### config.mk
export PLATFORM = sky130hd
export DESIGN_NAME = jtframe_objscan
export DESIGN_NICKNAME = d
export VERILOG_FILES = /design/src/rtl/jtframe_objscan.sv
export SDC_FILE = /design/constraint.sdc
export NUM_CORES = 1
export LEC_CHECK = 0
export BUFFER_PORTS_ARGS = -buffer_cell sky130_fd_sc_hd__buf_2
export CORE_MARGIN = 2
export CORE_UTILIZATION = 55
export DETAILED_ROUTE_END_ITERATION = 8
export PLACE_DENSITY = 0.86
export REMOVE_ABC_BUFFERS = 1
export SYNTH_ARGS = -nofsm -noshare
export SYNTH_HDL_FRONTEND = slang
export SYNTH_SLANG_ARGS = --single-unit
### constraint.sdc
create_clock -name clk -period 3.1 [get_ports clk]
set_input_delay 0.155 -clock clk [delete_from_list [all_inputs] [get_ports clk]]
set_output_delay 0.155 -clock clk [all_outputs]
set_load 0.02 [all_outputs]
### src/rtl/jtframe_objscan.sv
`default_nettype none
// +--------------------------------------------------------------------------+
// | Module   : jtframe_objscan                                               |
// | Purpose  : Per-line sprite/object scanner. On each hs rising edge it     |
// |            walks the object table, tests every object against the line   |
// |            being prepared, fetches the attributes of visible objects and  |
// |            hands them one at a time to a drawer through a draw strobe.    |
// | Revision : 1.0 - initial release                                         |
// +--------------------------------------------------------------------------+
// | Ports                                                                    |
// |   clk      in   1     single clock                                       |
// |   rstn     in   1     synchronous active-low reset                       |
// |   hs       in   1     horizontal sync, rising edge starts a scan         |
// |   vrender  in   9     line being prepared (latched at the hs edge)       |
// |   ram_addr out  AW    object RAM word address                            |
// |   ram_dout in   16    object RAM data, valid 1 clk after ram_addr        |
// |   draw     out  1     one-clock draw request to the drawer               |
// |   busy     in   1     drawer busy                                        |
// |   code     out  CW    tile code of the object being drawn                |
// |   xpos     out  9     horizontal position                                |
// |   ysub     out  4     row inside the 16-line object                      |
// |   hflip    out  1     horizontal flip                                    |
// |   vflip    out  1     vertical flip                                      |
// |   pal      out  PW-4  palette                                            |
// |   done     out  1     scan of the current line finished                  |
// | Object n uses words 4n..4n+3:                                            |
// |   w0[15] enable, w0[8:0] ypos, w1[8:0] xpos, w2[CW-1:0] code,            |
// |   w3[0] hflip, w3[1] vflip, w3[PW-3:2] pal                               |
// +--------------------------------------------------------------------------+
module jtframe_objscan #(
  parameter int AW   = 7,
  parameter int OBJN = 32,
  parameter int CW   = 12,
  parameter int PW   = 8
) (
  input  logic          clk,
  input  logic          rstn,
  input  logic          hs,
  input  logic [8:0]    vrender,
  output logic [AW-1:0] ram_addr,
  input  logic [15:0]   ram_dout,
  output logic          draw,
  input  logic          busy,
  output logic [CW-1:0] code,
  output logic [8:0]    xpos,
  output logic [3:0]    ysub,
  output logic          hflip,
  output logic          vflip,
  output logic [PW-5:0] pal,
  output logic          done
);

  localparam int              C_IW       = AW - 2;
  localparam logic [C_IW-1:0] C_LAST_IDX = C_IW'(OBJN - 1);
  localparam int              C_ATW      = PW - 2;   // hflip, vflip and pal

  typedef enum logic [3:0] {
    IDLE = 4'd0,
    RD0  = 4'd1,
    CHK  = 4'd2,
    RD1  = 4'd3,
    RD2  = 4'd4,
    RD3  = 4'd5,
    WAIT = 4'd6,
    NEXT = 4'd7,
    DONE = 4'd8
  } state_t;

  state_t           state_q, state_d;
  logic [C_IW-1:0]  idx_q, idx_d;
  logic [AW-1:0]    addr_q, addr_d;
  logic             hs_q;
  logic [8:0]       vr_q, vr_d;
  logic             draw_q, draw_d;
  logic             done_q, done_d;
  logic [1:0]       gap_q, gap_d;

  // Shadow registers filled during the fetch, presented only at draw time
  logic [3:0]       sh_ysub_q, sh_ysub_d;
  logic [8:0]       sh_xpos_q, sh_xpos_d;
  logic [CW-1:0]    sh_code_q, sh_code_d;
  logic [C_ATW-1:0] sh_attr_q, sh_attr_d;

  // Registers seen by the drawer
  logic [3:0]       ysub_q, ysub_d;
  logic [8:0]       xpos_q, xpos_d;
  logic [CW-1:0]    code_q, code_d;
  logic [C_ATW-1:0] attr_q, attr_d;

  logic             w_hs_rise;
  logic [8:0]       w_ydiff;
  logic             w_hit;
  logic             w_issue;
  logic             unused_dout;

  assign w_hs_rise = hs & ~hs_q;

  // 9-bit subtraction wraps naturally, so objects straddling line 511/0 match
  assign w_ydiff = vr_q - ram_dout[8:0];
  assign w_hit   = ram_dout[15] && (w_ydiff[8:4] == 5'd0);

  // A draw is handed over only when the drawer is free and the previous
  // strobe has had time to raise busy; an hs edge in the same clock wins.
  assign w_issue = (state_q == WAIT) && !busy && !draw_q &&
                   (gap_q == 2'd0) && !w_hs_rise;

  // Only some bits of each word carry fields
  assign unused_dout = ^ram_dout;

  always_comb begin
    state_d   = state_q;
    idx_d     = idx_q;
    vr_d      = vr_q;
    draw_d    = 1'b0;
    done_d    = done_q;
    gap_d     = (gap_q != 2'd0) ? gap_q - 2'd1 : gap_q;
    sh_ysub_d = sh_ysub_q;
    sh_xpos_d = sh_xpos_q;
    sh_code_d = sh_code_q;
    sh_attr_d = sh_attr_q;
    ysub_d    = ysub_q;
    xpos_d    = xpos_q;
    code_d    = code_q;
    attr_d    = attr_q;
    addr_d    = addr_q;

    case (state_q)
      IDLE: begin
        state_d = IDLE;
      end
      RD0: begin
        state_d = CHK;
      end
      CHK: begin
        if (w_hit) begin
          sh_ysub_d = w_ydiff[3:0];
          state_d   = RD1;
        end else begin
          state_d   = NEXT;
        end
      end
      RD1: begin
        sh_xpos_d = ram_dout[8:0];
        state_d   = RD2;
      end
      RD2: begin
        sh_code_d = ram_dout[CW-1:0];
        state_d   = RD3;
      end
      RD3: begin
        sh_attr_d = ram_dout[C_ATW-1:0];
        state_d   = WAIT;
      end
      WAIT: begin
        if (w_issue) begin
          ysub_d  = sh_ysub_q;
          xpos_d  = sh_xpos_q;
          code_d  = sh_code_q;
          attr_d  = sh_attr_q;
          draw_d  = 1'b1;
          gap_d   = 2'd2;
          state_d = NEXT;
        end
      end
      NEXT: begin
        if (idx_q == C_LAST_IDX) begin
          state_d = DONE;
        end else begin
          idx_d   = idx_q + C_IW'(1);
          state_d = RD0;
        end
      end
      DONE: begin
        done_d  = 1'b1;
        state_d = IDLE;
      end
      default: begin
        state_d = IDLE;
      end
    endcase

    // hs edge starts a scan from IDLE or aborts one in flight
    if (w_hs_rise) begin
      state_d = RD0;
      idx_d   = '0;
      done_d  = 1'b0;
      vr_d    = vrender;
    end

    // The address always leads the state by one clock so the word needed
    // by the next state is already on ram_dout when that state runs.
    // CHK speculatively points at w1; a miss simply ignores it.
    case (state_d)
      RD0:     addr_d = {idx_d, 2'd0};
      CHK:     addr_d = {idx_d, 2'd1};
      RD1:     addr_d = {idx_d, 2'd2};
      RD2:     addr_d = {idx_d, 2'd3};
      default: addr_d = addr_q;
    endcase
  end

  always_ff @(posedge clk) begin
    if (!rstn) begin
      state_q   <= IDLE;
      idx_q     <= '0;
      addr_q    <= '0;
      vr_q      <= '0;
      draw_q    <= 1'b0;
      done_q    <= 1'b0;
      gap_q     <= 2'd0;
      sh_ysub_q <= '0;
      sh_xpos_q <= '0;
      sh_code_q <= '0;
      sh_attr_q <= '0;
      ysub_q    <= '0;
      xpos_q    <= '0;
      code_q    <= '0;
      attr_q    <= '0;
      // Track the level so hs held high through reset is not seen as an edge
      hs_q      <= hs;
    end else begin
      state_q   <= state_d;
      idx_q     <= idx_d;
      addr_q    <= addr_d;
      vr_q      <= vr_d;
      draw_q    <= draw_d;
      done_q    <= done_d;
      gap_q     <= gap_d;
      sh_ysub_q <= sh_ysub_d;
      sh_xpos_q <= sh_xpos_d;
      sh_code_q <= sh_code_d;
      sh_attr_q <= sh_attr_d;
      ysub_q    <= ysub_d;
      xpos_q    <= xpos_d;
      code_q    <= code_d;
      attr_q    <= attr_d;
      hs_q      <= hs;
    end
  end

  assign ram_addr = addr_q;
  assign draw     = draw_q;
  assign done     = done_q;
  assign code     = code_q;
  assign xpos     = xpos_q;
  assign ysub     = ysub_q;
  assign hflip    = attr_q[0];
  assign vflip    = attr_q[1];
  assign pal      = attr_q[C_ATW-1:2];

endmodule
`default_nettype wire
### Word-level counts from Yosys, hierarchy flattened

Cells that the tools add are included.

* multipliers: 0
* reduce and logical (&&, ||, !) cells: 16
* add/sub/neg operators: 3
* order comparisons: 0
* equality and inequality tests: 13
* bitwise operators: 3
* muxes and demuxes: 13
* divide/modulo/power cells: 0
* shift-type cells: 0

Operators by type and width (number)
* $pmux W4 S7: 1
* $pmux W7 S4: 1
* $eq A4 B3 Y1 const B: 5
* $eq A4 B2 Y1 const B: 4
* $mux W5: 3
* $mux W4: 3
* $sub A9 B9 Y9: 1
* $eq A4 B1 Y1 const B: 2
* $mux W2: 3
* $reduce_and A2 Y1: 3
* $add A5 B1 Y5 const B: 1
* $eq A5 B5 Y1 const B: 1
* $logic_and A1 B1 Y1: 5
* $logic_not A5 Y1: 1
* $eq A4 B4 Y1 const B: 1
* $reduce_bool A4 Y1: 1
* $logic_not A1 Y1: 3
* $mux W3: 1
* $logic_not A2 Y1: 1
* $not A1 Y1: 2
* $reduce_bool A2 Y1: 1
* $reduce_or A2 Y1: 1
* $sub A2 B1 Y2 const B: 1
* $and A1 B1 Y1: 1
* $mux W1: 1

* ROM bits: 0
* output and inout bits: 40
* bits in latches: 0
* memories: 0
* bits in writable memories: 0
* bits of input ports: 29
* flip-flop bits (word level): 92
* word-level logic and storage cells: 64

### Logic depth before layout (Yosys ltp)

Gate-level depths: netlist of run 1.

* depth after elaboration: 10
* gate-level depth with buffers: 10

### Least setup slack after synthesis of run 1

No wires, ideal clock.

* kind: reg2reg
* from: register vr_q[0]
* to: register sh_ysub_q[3]
* path buffers: 0
* setup slack: 399 ps
* library setup time: 70 ps
* clock period less this slack: 2701 ps
* cell stages (with the launch flop): 11
* data arrival time: 2631 ps
* path through: dfxtp_1 inv_1 ha_1 fa_1 nand2b_1 a21oi_1 mux2i_1 o2111ai_2 or3_4 or4_1 a21oi_1

* word-level cells in the longest chain between the ends: 4

Ends and longest elaborated chain
* from (decl): RTL line 73 `logic [8:0] vr_q, vr_d;`
* from (signal assigned): RTL line 225 `vr_q <= vr_d;`
* $sub A9 B9 Y9 (*): RTL line 99 `assign w_ydiff = vr_q - ram_dout[8:0];`
* $logic_not A5 Y1: RTL line 100 `assign w_hit = ram_dout[15] && (w_ydiff[8:4] == 5'd0);`
* $logic_and A1 B1 Y1: RTL line 100
* $reduce_and A2 Y1 (no source line)
* to (signal assigned): RTL line 229 `sh_ysub_q <= sh_ysub_d;`
* to (decl): RTL line 79 `logic [3:0] sh_ysub_q, sh_ysub_d;`

Every way passes the cells marked *; elsewhere a longest branch is shown, timed or not.
A chain may end at the register's enable or synchronous reset.

### Final worst setup path of run 1

Same ends and word-level chain as after synthesis.

==> results by group, run 1 <==
Global routing
  – Global-route usage over all layers: 0.2248
  – Number of global-route vias before repair: 3,095
  – Remaining global-route overflow: 0
  – Pin count of the biggest net entering global routing: 53
  – Wire length of the first global-routing pass: 13,790 um
  – Initial antenna violation count: 0

Clock tree
  – Post-cts gate resize count: 0
  – Bufs on Longest Clock Path: 2
  – CTS tree: built
  – Root cell of the clock tree: sky130_fd_sc_hd__clkbuf_8
  – Num Clock Sinks: 92
  – CTS Buf Count: 9
  – H-tree Lvls: 3
  – Clock slew seen by the registers of the worst setup and hold paths: 0.10 ns
  – Clock Latency Late Sink: 0.36 ns

STA
  – Actual slew at the worst max-slew pin: 0.8789 ns
  – Final setup TNS: 0 ns
  – Tmin final: 2.899 ns
  – Highest attainable clock frequency: 0.3449 GHz
  – Setup repair after global routing missed its margin: no
  – Relative slew slack: 0.4132
  – Final worst clock skew: 0.01341 ns
  – Number of failing hold endpoints at the final stage: 0
  – Post-route fraction of the period consumed by the critical path: 0.9352
  – Max-slew violations: 0
  – Number of failing setup endpoints in the final timing report: 0

Synthesis
  – Cell Area, Synth: 3846 um^2
  – Top post-synthesis cells by area: sky130_fd_sc_hd__dfxtp_1, sky130_fd_sc_hd__nand2_1, sky130_fd_sc_hd__a21oi_1
  – Number of enable-type register cells in the synthesized netlist: 0
  – Number of instances in the synthesized netlist: 465
  – Sequential-to-total area share from yosys stat: 0.4789
  – Average size of a mapped cell: 8.271 um^2
  – Number of distinct standard cells referenced by the synthesized netlist: 51
  – Count of warnings emitted by yosys: 0
  – Async SR Flop Fraction: 0
  – Yosys top cell by area: sky130_fd_sc_hd__dfxtp_1
  – Post-synthesis sequential element count: 92
  – Share of the synthesized area in the top cell type: 0.4789
  – Top_reg_cell synth: sky130_fd_sc_hd__dfxtp_1

Cells and area
  – Antenna diode instance count: 0
  – Area growth from synthesis to layout: 15.09%
  – Share of cells above drive strength 1: 0.1940
  – Post-Layout Inst Area: 4427 um^2
  – Final net count: 565

Power and ir drop
  – Leakage Power: 1.740 nW
  – Clock network fraction of total power: 0.367
  – Total power divided by cell area: 509.5 nW/um^2
  – Sequential power share: 0.540
  – Proportion of total power due to net switching: 0.2619
  – Peak supply drop: 0.0002966 V
  – Net switching power: 0.5907 mW
  – Int Power: 1.665 mW
  – Comb pwr share: 0.092

Worst setup path
  – R2R setup slack: 0.20 ns
  – Required time of the worst setup path: 3.39 ns
  – Crit Path Max Fanout: 5
  – Setup crit start kind: register
  – CP Data Arrival Time: 3.19 ns
  – CP Class: reg2reg
  – Crit end category: register

Detailed routing
  – Post-Route WL: 8230 um
  – Pre-Repair DR Iteration Count: 4
  – Routed length per instance: 13.13 um
  – DRC errors left: 0
  – Detailed-route via count: 3,298
  – Via density per instance: 5.260
  – Number of routed nets with antenna violations: 0
  – DRC marker count from the first detailed-route iteration: 180

Placement
  – HPWL after detailed placement: 5605 um
  – I/O Buffers: 65
  – Placer's final routability congestion estimate: 0.8607
  – Placed standard-cell area: 4212 um^2

Die
  – # rows: 30
  – Die outline area: 7678 um^2
  – Initial standard-cell utilization of the core: 0.5661
  – Area of the placeable core: 6794 um^2
  – I/O Pins: 69
  – Y dimension of the die: 87.63 um
  – Horiz. Die Dim: 87.63 um

Worst hold path
  – Type of the worst min-delay path: in2reg

Run status
  – Status: finished clean

Flow run
  – Max-capacitance violation count: 0
[final cells by class]
class | instances | area (um^2)
tap | 96 | 120.1
clock buffer | 9 | 123.9
inverter | 17 | 63.81
clock inverter | 7 | 81.33
fill | 595 | 2367
timing repair buffer | 74 | 395.4
sequential | 92 | 1842
multi-input combinational | 332 | 1800
[routing by layer]
layer  routed length [um]  track usage  part of all wire  vias up
met4                   73      0.06294            0.0089        0
met5                    0            0                 0        -
li1                     -            -                 -     1667
met1                 3862       0.2965              0.47     1542
met2                 3934       0.3712              0.48       79
met3                  360      0.05184             0.044       10
[sequential cells by signal, indices dropped and copies added, names as in the netlist]
register,count
attr_q,6
code,12
done,1
draw,1
gap_q,2
hs_q,1
idx_q,5
ram_addr,7
sh_attr_q,6
sh_code_q,12
sh_xpos_q,9
sh_ysub_q,4
state_q,4
vr_q,9
xpos,9
ysub,4
[through the flow]
| step | utilization | power, mW | std cells | setup WS [ns] | hold slack (ns) |
|---|---|---|---|---|---|
| 3_3_place_gp | 0.6199 | 1.443 | 610 | 0.2768 | 0.2798 |
| 3_5_place_dp | 0.6199 | 1.451 | 610 | 0.2054 | 0.2873 |
| 6_report | 0.6516 | 2.256 | 627 | 0.2009 | 0.02263 |
| 2_1_floorplan | - | 1.383 | 441 | 0.3768 | 0.1827 |
| 4_1_cts | 0.6516 | 2.273 | 627 | 0.1826 | 0.009677 |
| 5_1_grt | 0.6516 | 2.340 | 627 | 0.01274 | 0.02313 |
[synthesized netlist by cell type, drive strengths merged, types with 6 or more instances]
cell,n
o21ai,9
dfxtp,92
nand2b,6
mux2i,10
inv,17
and2,6
nor2,26
a21oi,71
nand3,6
nand2,136
clkbuf,22
ha,9
nor3,6
[path summary, 6_finish.rpt]
path           startpoint            to  depth (start not counted)
max               vr_q[0]  sh_ysub_q[3]                         10
min            vrender[2]       vr_q[2]                          3
max reg2reg       vr_q[0]  sh_ysub_q[3]                         10
min reg2reg  sh_xpos_q[1]       xpos[1]                          2
[worst max-delay path, stage by stage, from the launching register on]
cell                        delay, ns
sky130_fd_sc_hd__dfxtp_1         0.34
sky130_fd_sc_hd__inv_1           0.04
sky130_fd_sc_hd__ha_1            0.19
sky130_fd_sc_hd__fa_1            0.39
sky130_fd_sc_hd__nand2b_1        0.18
sky130_fd_sc_hd__a21oi_1         0.24
sky130_fd_sc_hd__mux2i_1         0.24
sky130_fd_sc_hd__o2111ai_2       0.14
sky130_fd_sc_hd__or3_4           0.45
sky130_fd_sc_hd__or4_1           0.48
sky130_fd_sc_hd__a21oi_1         0.14
[layout by cell type (no fill, tap or decap), types with 7 or more instances in the layout]
master and n:
sky130_fd_sc_hd__inv_1 16, sky130_fd_sc_hd__nand2_1 136, sky130_fd_sc_hd__ha_1 9, sky130_fd_sc_hd__mux2i_1 10
sky130_fd_sc_hd__buf_4 8, sky130_fd_sc_hd__clkbuf_8 9, sky130_fd_sc_hd__nor2_1 25, sky130_fd_sc_hd__buf_2 65
sky130_fd_sc_hd__dfxtp_1 92, sky130_fd_sc_hd__o21ai_0 7, sky130_fd_sc_hd__a21oi_1 71
[power by group through the flow]
stage	combinational, mW	clock [mW]	sequential [mW]
6_report	0.209	0.828	1.22
5_1_grt	0.232	0.886	1.22
4_1_cts	0.209	0.846	1.22
3_5_place_dp	0.204	0	1.25
3_3_place_gp	0.199	0	1.24
2_1_floorplan	0.138	0	1.25
[cells by family after synthesis]
group	Yosys count	share of synthesized area
multiplexers	12	0.03188
AO/OA/AOI/OAI	96	0.1448
adder cells (fa/ha/maj)	10	0.03448
AND/OR/NAND/NOR	207	0.2411
buffers and inverters	41	0.05303
XOR/XNOR	7	0.01594
flip-flops	92	0.4789
[what timing repair did]
action / 4_1_cts / 5_1_grt
hold endpoints to repair: 1 / 0
hold buffers: 1 / 0
setup buffers: 0 / 0
Power figures use the tool's default switching activity.
==> inputs of run 2 (changes only) <==
clock period = 3.3 ns   (was 3.1 ns; I/O delays follow)
==> run 2 against run 1 <==
- global-route usage rose by 0.68 points
- via count rose by 0.24%
- sequential share of layout area rose by 0.24 points
- maximum frequency fell by 1.7%
- setup slack improved by 0.15 ns
- critical path depth did not move
- clock skew fell by 0.0028 ns
- largest cell class unchanged
- largest power group unchanged
==> results by group, run 2 (synthesized netlist as in run 1, its figures left out) <==
Worst setup path
  – Setup crit start kind: register (unchanged)
  – CP Cell Sequence: inv_1 -> ha_1 -> fa_1 -> nand2b_1 -> a21oi_1 -> mux2i_1 -> o2111ai_2 -> or3_4 -> or4_1 -> a21oi_1 (unchanged)
  – Crit end category: register (unchanged)
  – CP Data Arrival Time: 3.24 ns (was 3.19 ns)
  – CP Class: reg2reg (unchanged)
  – Cell occurring most often along the worst timing path: sky130_fd_sc_hd__a21oi_1 (unchanged)
  – Required time of the worst setup path: 3.60 ns (was 3.39 ns)
  – Crit Path Max Fanout: 5 (unchanged)
  – CP peak stage delay: 0.47 ns (was 0.48 ns)
  – Worst path slowest cell: sky130_fd_sc_hd__or4_1 (unchanged)

Clock tree
  – Num Clock Sinks: 92 (unchanged)
  – H-tree Lvls: 3 (unchanged)
  – Root cell of the clock tree: sky130_fd_sc_hd__clkbuf_8 (unchanged)
  – CTS tree: built (unchanged)
  – Bufs on Longest Clock Path: 2 (unchanged)
  – Clock Latency Late Sink: 0.37 ns (was 0.36 ns)
  – Clock slew seen by the registers of the worst setup and hold paths: 0.09 ns (was 0.10 ns)
  – CTS Buf Count: 9 (unchanged)

Global routing
  – Wire length of the first global-routing pass: 13,970 um (was 13,790 um)
  – Pin count of the biggest net entering global routing: 50 (was 53)
  – Number of global-route vias before repair: 3,013 (was 3,095)
  – Initial antenna violation count: 0 (unchanged)
  – Global-route usage over all layers: 0.2316 (was 0.2248)
  – Remaining global-route overflow: 0 (unchanged)

Run status
  – Status: finished clean (unchanged)

Cells and area
  – Fillers: 559 (was 595)
  – Leading cell type in the layout, fill and taps excluded: sky130_fd_sc_hd__nand2_1 (unchanged)
  – Multi-input gate area in the final layout: 1800 um^2 (unchanged)
  – Share of cells above drive strength 1: 0.1925 (was 0.1940)
  – Area growth from synthesis to layout: 14.44% (was 15.09%)
  – Antenna diode instance count: 0 (unchanged)
  – Final instance count without filler cells: 626 (was 627)
  – Final net count: 564 (was 565)
  – Post-Layout Inst Area: 4402 um^2 (was 4427 um^2)
  – Area occupied by registers: 1842 um^2 (unchanged)
  – Most frequent cells in the layout: sky130_fd_sc_hd__nand2_1, sky130_fd_sc_hd__dfxtp_1, sky130_fd_sc_hd__a21oi_1 (unchanged)

STA
  – Post-route fraction of the period consumed by the critical path: 0.8936 (was 0.9352)
  – Tmin final: 2.949 ns (was 2.899 ns)
  – Worst-case hold slack: 0.02476 ns (was 0.02263 ns)
  – Final worst clock skew: 0.01061 ns (was 0.01341 ns)
  – Number of failing hold endpoints at the final stage: 0 (unchanged)
  – Max-slew violations: 0 (unchanged)
  – Highest attainable clock frequency: 0.3391 GHz (was 0.3449 GHz)
  – Actual slew at the worst max-slew pin: 1.096 ns (was 0.8789 ns)
  – Setup repair after global routing missed its margin: no (unchanged)
  – Final setup TNS: 0 ns (unchanged)
  – Relative slew slack: 0.2680 (was 0.4132)
  – Number of failing setup endpoints in the final timing report: 0 (unchanged)

Detailed routing
  – Pre-Repair DR Iteration Count: 4 (unchanged)
  – Via density per instance: 5.281 (was 5.260)
  – Detailed-route via count: 3,306 (was 3,298)
  – Routed length per instance: 13.60 um (was 13.13 um)
  – Number of routed nets with antenna violations: 0 (unchanged)
  – Post-Route WL: 8515 um (was 8230 um)
  – DRC errors left: 0 (unchanged)
  – DRC marker count from the first detailed-route iteration: 204 (was 180)

Die
  – Initial standard-cell utilization of the core: 0.5661 (unchanged)
  – # rows: 30 (unchanged)
  – Area of the placeable core: 6794 um^2 (unchanged)
  – Horiz. Die Dim: 87.63 um (unchanged)
  – Die outline area: 7678 um^2 (unchanged)
  – I/O Pins: 69 (unchanged)
  – Y dimension of the die: 87.63 um (unchanged)

Placement
  – Placed standard-cell area: 4204 um^2 (was 4212 um^2)
  – I/O Buffers: 65 (unchanged)
  – Placed cell count: 609 (was 610)
  – HPWL after detailed placement: 5880 um (was 5605 um)
  – Placer's final routability congestion estimate: 0.8739 (was 0.8607)

Worst hold path
  – Type of the worst min-delay path: in2reg (unchanged)

Power and ir drop
  – Peak supply drop: 0.0002913 V (was 0.0002966 V)
  – Leakage Power: 1.739 nW (was 1.740 nW)
  – Total power divided by cell area: 468.9 nW/um^2 (was 509.5 nW/um^2)

Flow run
  – Max-capacitance violation count: 0 (unchanged)
run 2: power breakdown:
part | switching (mW) | internal, mW
logic | 0.121 | 0.0756
clock network | 0.407 | 0.317
registers | 0.0170 | 1.13
total | 0.544 | 1.52
run 2: worst paths after layout:
kind / startpoint / to / slack [ns] / cells past startpoint
setup / recovery: vr_q[0] / sh_ysub_q[3] / 0.35 / 10
hold / removal: vrender[5] / vr_q[5] / 0.02 / 3
setup reg to reg: vr_q[0] / sh_ysub_q[3] / 0.35 / 10
hold reg to reg: ram_addr[1] / ram_addr[1] / 0.45 / 2
run 2: timing repair:
item                      in CTS  in global routing
hold endpoints to repair       1                  0
hold buffers                   1                  0
gates resized for setup        0                  0
setup buffers                  0                  0
run 2: stage by stage:
step / power [mW] / setup slack (ns) / util
after floorplan: 1.299 / 0.5768 / -
after global placement: 1.355 / 0.4715 / 0.6188
after detailed placement: 1.364 / 0.3934 / 0.6188
after CTS: 2.072 / 0.3633 / 0.6479
after global routing: 2.149 / 0.1840 / 0.6479
final: 2.064 / 0.3510 / 0.6479
run 2: metal layers:
layer,vias up,part of all wire,global-route usage
li1,1662,-,-
met1,1533,0.45,0.2966
met2,97,0.48,0.3781
met3,14,0.056,0.05184
met4,0,0.016,0.09650
met5,-,0,0
run 2: worst max-delay path, delay by kind of cell, from the launching register on:
family / cells / cell delay [ns]
adder cells (fa/ha/maj): 2 / 0.59
flip-flops: 1 / 0.34
multiplexers: 1 / 0.25
AO/OA/AOI/OAI: 3 / 0.56
AND/OR/NAND/NOR: 3 / 1.10
buffers and inverters: 1 / 0.04
run 2: cell type report:
| type | instances | area share |
|---|---|---|
| Tap cell | 96 | 0.02729 |
| Timing Repair Buffer | 73 | 0.08812 |
| Clock inverter | 5 | 0.008243 |
| Clock buffer | 11 | 0.03439 |
| Multi-Input combinational cell | 332 | 0.4090 |
| Inverter | 17 | 0.01450 |
| Sequential cell | 92 | 0.4184 |
